**config.mk**
```make
export PLATFORM = sky130hd
export DESIGN_NAME = hw_feature_sampler
export DESIGN_NICKNAME = d
export VERILOG_FILES = /design/src/rtl/hw_feature_sampler_pkg.sv /design/src/rtl/hw_sync_fifo.sv /design/src/rtl/hw_feature_sampler.sv
export SDC_FILE = /design/constraint.sdc
export NUM_CORES = 1
export LEC_CHECK = 0
export BUFFER_PORTS_ARGS = -buffer_cell sky130_fd_sc_hd__buf_2
export CAP_MARGIN = 20
export CORE_ASPECT_RATIO = 0.8
export CORE_MARGIN = 5
export CORE_UTILIZATION = 45
export DETAILED_ROUTE_END_ITERATION = 12
export PLACE_DENSITY_LB_ADDON = 0.12
export SYNTH_ARGS = -nofsm -noshare
export SYNTH_HDL_FRONTEND = slang
export SYNTH_SLANG_ARGS = --single-unit
```
**constraint.sdc**
```tcl
create_clock -name clk -period 11.5 [get_ports clk]
set_input_delay 2.3 -clock clk [delete_from_list [all_inputs] [get_ports clk]]
set_output_delay 2.3 -clock clk [all_outputs]
set_load 0.01 [all_outputs]
```
**src/rtl/hw_feature_sampler_pkg.sv**
```systemverilog
// Feature-vector layout shared by the sampler, its FIFO and downstream consumers.
// vec_data = {ts[31:0], seq[6:0], trig, intensity[7:0], imbalance[15:0]}.
package qa_feature_pkg;

  localparam int unsigned VEC_W = 64;
  localparam int unsigned TS_W  = 32;
  localparam int unsigned SEQ_W = 7;
  localparam int unsigned INT_W = 8;
  localparam int unsigned IMB_W = 16;

  localparam int unsigned IMB_LSB  = 0;
  localparam int unsigned INT_LSB  = IMB_LSB + IMB_W;
  localparam int unsigned TRIG_BIT = INT_LSB + INT_W;
  localparam int unsigned SEQ_LSB  = TRIG_BIT + 1;
  localparam int unsigned TS_LSB   = SEQ_LSB + SEQ_W;

  localparam logic TRIG_PERIODIC = 1'b0;
  localparam logic TRIG_DELTA    = 1'b1;

  typedef struct packed {
    logic [TS_W-1:0]  ts;
    logic [SEQ_W-1:0] seq;
    logic             trig;
    logic [INT_W-1:0] intensity;
    logic [IMB_W-1:0] imbalance;
  } feat_vec_t;

  // Unsigned distance between two imbalance readings; one extra bit so it never wraps.
  function automatic logic [IMB_W:0] imb_abs_diff(input logic [IMB_W-1:0] a,
                                                  input logic [IMB_W-1:0] b);
    logic [IMB_W:0] ea;
    logic [IMB_W:0] eb;
    ea = {1'b0, a};
    eb = {1'b0, b};
    return (ea >= eb) ? (ea - eb) : (eb - ea);
  endfunction

endpackage

```
**src/rtl/hw_sync_fifo.sv**
```systemverilog
// First-word-fall-through single-clock FIFO; the head is visible while not empty.
// When empty the output holds the most recently popped word.
module hw_sync_fifo #(
  parameter int unsigned WIDTH = 64,
  parameter int unsigned DEPTH = 8
) (
  input  logic                     clk,
  input  logic                     rst,
  input  logic                     push,
  input  logic [WIDTH-1:0]         din,
  input  logic                     pop,
  output logic [WIDTH-1:0]         dout,
  output logic                     full,
  output logic                     empty,
  output logic [$clog2(DEPTH):0]   level
);

  localparam int unsigned AW = $clog2(DEPTH);
  localparam logic [AW:0] FULL_LVL = (AW+1)'(DEPTH);

  logic [WIDTH-1:0] mem [DEPTH];
  logic [AW-1:0]    rd_ptr;
  logic [AW-1:0]    wr_ptr;
  logic [AW:0]      count;
  logic [WIDTH-1:0] hold_q;
  logic             pop_ok;
  logic             push_ok;

  assign empty   = (count == '0);
  assign full    = (count == FULL_LVL);
  assign pop_ok  = pop && !empty;
  // A full FIFO still takes a push when the head leaves in the same cycle.
  assign push_ok = push && (!full || pop_ok);
  assign level   = count;
  assign dout    = empty ? hold_q : mem[rd_ptr];

  always_ff @(posedge clk) begin
    if (push_ok) begin
      mem[wr_ptr] <= din;
    end
  end

  always_ff @(posedge clk) begin
    if (rst) begin
      rd_ptr <= '0;
      wr_ptr <= '0;
      count  <= '0;
      hold_q <= '0;
    end else begin
      if (push_ok) begin
        wr_ptr <= wr_ptr + 1'b1;
      end
      if (pop_ok) begin
        rd_ptr <= rd_ptr + 1'b1;
        hold_q <= mem[rd_ptr];
      end
      case ({push_ok, pop_ok})
        2'b10:   count <= count + 1'b1;
        2'b01:   count <= count - 1'b1;
        default: count <= count;
      endcase
    end
  end

endmodule

```
**src/rtl/hw_feature_sampler.sv**
```systemverilog
// Samples feature-engine outputs on a period or on a large imbalance move, timestamps them
// into 64-bit vectors and queues them for the inference engine over valid/ready.
module hw_feature_sampler
  import qa_feature_pkg::*;
#(
  parameter int unsigned SAMPLE_PERIOD = 256,
  parameter int unsigned DELTA_THRESH  = 16,
  parameter int unsigned FIFO_DEPTH    = 8,
  parameter int unsigned CNT_W         = 16
) (
  input  logic                          clk,
  input  logic                          rst,
  input  logic [15:0]                   feat_imbalance,
  input  logic [7:0]                    feat_intensity,
  input  logic                          feat_en,
  output logic                          vec_valid,
  input  logic                          vec_ready,
  output logic [63:0]                   vec_data,
  output logic [$clog2(FIFO_DEPTH):0]   fifo_level,
  output logic [CNT_W-1:0]              drop_count
);

  localparam int unsigned TW = $clog2(SAMPLE_PERIOD);
  localparam logic [TW-1:0]    PERIOD_LAST = TW'(SAMPLE_PERIOD - 1);
  localparam logic [IMB_W:0]   THRESH      = (IMB_W+1)'(DELTA_THRESH);

  logic [TS_W-1:0]  ts;
  logic [SEQ_W-1:0] seq;
  logic [TW-1:0]    timer;
  logic [IMB_W-1:0] last_imb;

  logic             periodic_hit;
  logic             delta_hit;
  logic             sample;
  logic             fifo_full;
  logic             fifo_empty;
  logic             pop;
  logic             drop;
  feat_vec_t        sample_vec;

  assign periodic_hit = feat_en && (timer == PERIOD_LAST);
  assign delta_hit    = feat_en && (imb_abs_diff(feat_imbalance, last_imb) >= THRESH);
  assign sample       = periodic_hit || delta_hit;

  always_comb begin
    sample_vec           = '0;
    sample_vec.ts        = ts;
    sample_vec.seq       = seq;
    sample_vec.trig      = delta_hit ? TRIG_DELTA : TRIG_PERIODIC;
    sample_vec.intensity = feat_intensity;
    sample_vec.imbalance = feat_imbalance;
  end

  assign vec_valid = !fifo_empty;
  assign pop       = vec_valid && vec_ready;
  assign drop      = sample && fifo_full && !pop;

  // seq and last_imb advance on every sample, dropped or not, so gaps are visible downstream.
  always_ff @(posedge clk) begin
    if (rst) begin
      ts         <= '0;
      seq        <= '0;
      timer      <= '0;
      last_imb   <= '0;
      drop_count <= '0;
    end else begin
      ts <= ts + 1'b1;
      if (!feat_en || sample) begin
        timer <= '0;
      end else begin
        timer <= timer + 1'b1;
      end
      if (sample) begin
        last_imb <= feat_imbalance;
        seq      <= seq + 1'b1;
      end
      if (drop && (drop_count != '1)) begin
        drop_count <= drop_count + 1'b1;
      end
    end
  end

  hw_sync_fifo #(
    .WIDTH (VEC_W),
    .DEPTH (FIFO_DEPTH)
  ) u_fifo (
    .clk   (clk),
    .rst   (rst),
    .push  (sample),
    .din   (sample_vec),
    .pop   (pop),
    .dout  (vec_data),
    .full  (fifo_full),
    .empty (fifo_empty),
    .level (fifo_level)
  );

endmodule

```
==> results.toml <==
[routing]
routed_wl_um = 61200
drc = 0
ant_nets = 0
wire_per_inst_um = 21.9
avgViaCountPerCell = 5.53
drt_iter0_markers = 1272
dr.pass1.iters = 5
vias = 15484

[yosys]
synth_area_um2 = 27500
synth_nets = 1878
synth_area_leaders = "edfxtp_1, dfxtp_1, mux4_2, mux2i_1, nor2_1"
yosys.area_share.xor_xnor_pct = 1.56
ys_ff_latch = 668
synthSimpleGateAreaFrac_pct = 6.68
synthArstFlopShare_pct = 0
ys_warn_count = 0
yosysTopAreaCell = "edfxtp_1"
synth_cell_types = 72
synthAdderAreaFrac_pct = 2.04
postSynthCellCount = 1807
synth_top_family_by_area = "multiplexers"
yosysTopAreaCellShare_pct = 55.8
synth-compound-area-share_pct = 6.27
synth_edf_count = 512
synthMuxAreaShare_pct = 13.9
syn_avg_cell_area_um2 = 15.2
seq_area_frac_synth_pct = 67.2
synthFlopType = "edfxtp_1"

[clocking]
cts_tree = "built"
clockRootBuffer = "clkbuf_16"
numCtsBuffers = 69
cts_hold_buf = 0
path_clk_slew_ps = 60
cts_setup_buffers = 0
cts_max_level = 3
clk_path_buf_depth = 3
cts_resized = 0
clock_sinks = 668
worstSkewPairLatency_ps = 610

[setup_path]
crit_type = "input port to flop"
cp_max_fo = 35
crit_arrival_ps = 7760
cp-end-kind = "flop"
cp_data_required_time_ps = 11990
crit_path_start_kind = "input port"

[cells_and_area]
nNetsFinal = 1986
final-seq-area_um2 = 18500
multiInputGateArea_um2 = 8470
antennaDiodeCount = 0
area_delta_synth_final_pct = 13.1
layout_commonest_cell = "edfxtp_1"
fin_util_pct = 51.1
final_cell_mix = "edfxtp_1, nor2_1, dfxtp_1"
finalInstanceArea_um2 = 31100
drive_gt1_share_pct = 19.7
n_fill_cell = 5048

[grt]
track_usage_pct = 18.5
grt_pass1_wl_um = 94500
globalRouteOverflowTotal = 0
grt_pass1_vias = 15401
antenna_found_initial = 1
grt_max_degree = 101

[floorplan]
rows = 81
coreArea_um2 = 60900
die_x_um = 287
ioPinCount = 113
start_util_pct = 45.2
die_area_um2 = 66300
die_h_um = 231

[pwr]
power_density_nw_per_um2 = 224
p_leak_uw = 0.0105
peakVddDrop_mv = 0.224

[sta]
tns_ps = 0
hold_violations = 0
maxSlewHeadroom_pct = 29.3
fin_ws_ps = 4230
worstMarginPinSlew_ps = 1050
setup_violations = 0
drv_slew = 0
max_freq_ghz = 0.138
fin_crit_ps = 7270
rsz0062_at_grt = "false"
finClkSkew_ps = 28.7
fin_crit_sh_pct = 63.2

[run]
drv_cap = 0

[placement]
dp_hpwl_um = 35300
gp_congestion = 0.868
dp_slack_ps = 3690
place_area_um2 = 29000
io_buffers = 112

[status]
status = "finished clean"

[min_path]
min-delay-path-class = "flop to flop"
==> worst max-delay path: stages <==
cell      delay (ps)
buf_2            170
ha_1             250
fa_1             350
nand2b_1         160
a21oi_1          430
a31oi_1          190
o21ai_0          330
o211a_1          220
o22a_1           130
a32oi_1           60
or3_4            370
o41ai_4          700
buf_4            580
nand2_1          170
inv_1            130
ha_1             230
a21o_1           180
a21oi_1          160
nor3_1            60
mux2i_1          180
mux2_1           330
==> synth_stat cells (all sizes together), types with 11 or more instances <==
master / instances
edfxtp: 512
xnor2: 22
nand2: 47
inv: 53
buf: 33
or3: 11
xor2: 27
clkbuf: 69
and3: 20
mux2i: 87
dfxtp: 156
mux4: 128
a21oi: 117
nand3: 35
nor2: 214
nor3: 15
o21ai: 26
ha: 40
a211oi: 69
==> power breakdown <==
part	leakage [uW]	total, uW	internal, uW	switching [uW]
clock network	0.00104	2120	1220	901
logic	0.00341	1950	768	1180
registers	0.00602	2910	2780	128
total	0.0105	6980	4770	2210
==> sequential cells by signal, summed over array words and instances (netlist names), named ones only <==
signal / flops
u_fifo.level: 4
drop_count: 16
timer: 8
u_fifo.rd_ptr: 3
u_fifo.wr_ptr: 3
u_fifo.hold_q: 64
u_fifo.mem: 512
seq: 7
last_imb: 16
ts: 32
==> stage by stage <==
step	cells	hold WS, ps	total power, uW
after floorplan	1807	413	4250
after global placement	2674	425	4900
after detailed placement	2674	438	4930
after CTS	2799	447	7070
after global routing	2799	471	7370
final	2799	446	6980
==> final timing paths <==
check | startpoint | endpoint | cells after the start | slack [ps]
setup reg to reg | last_imb[0] | u_fifo.level[3] | 21 | 5720
hold reg to reg | timer[0] | timer[0] | 1 | 450
hold / removal | timer[0] | timer[0] | 1 | 450
setup / recovery | feat_imbalance[0] | u_fifo.level[3] | 21 | 4230
==> metal layers <==
| layer | vias to the layer above | GRT usage, % | wire length, um |
|---|---|---|---|
| li1 | 7162 | - | - |
| met1 | 7898 | 28.9 | 30200 |
| met2 | 350 | 27.5 | 27000 |
| met3 | 74 | 3.28 | 2990 |
| met4 | 0 | 3.91 | 1010 |
| met5 | - | 0 | 0 |
==> logic make-up after synthesis <==
| family | Yosys count |
|---|---|
| AND/OR/NAND/NOR | 400 |
| AO/OA/AOI/OAI | 269 |
| adder cells (fa/ha/maj) | 43 |
| XOR/XNOR | 49 |
| buffers and inverters | 156 |
| flip-flops | 668 |
| multiplexers | 222 |
==> layout make-up <==
| cell class | count | area share, % |
|---|---|---|
| Multi-Input combinational cell | 983 | 27.2 |
| Inverter | 54 | 0.651 |
| Clock buffer | 100 | 6.22 |
| Sequential cell | 668 | 59.4 |
| Clock inverter | 25 | 0.647 |
| Tap cell | 830 | 3.33 |
| Timing Repair Buffer | 139 | 2.51 |
Power figures use the tool's default switching activity.
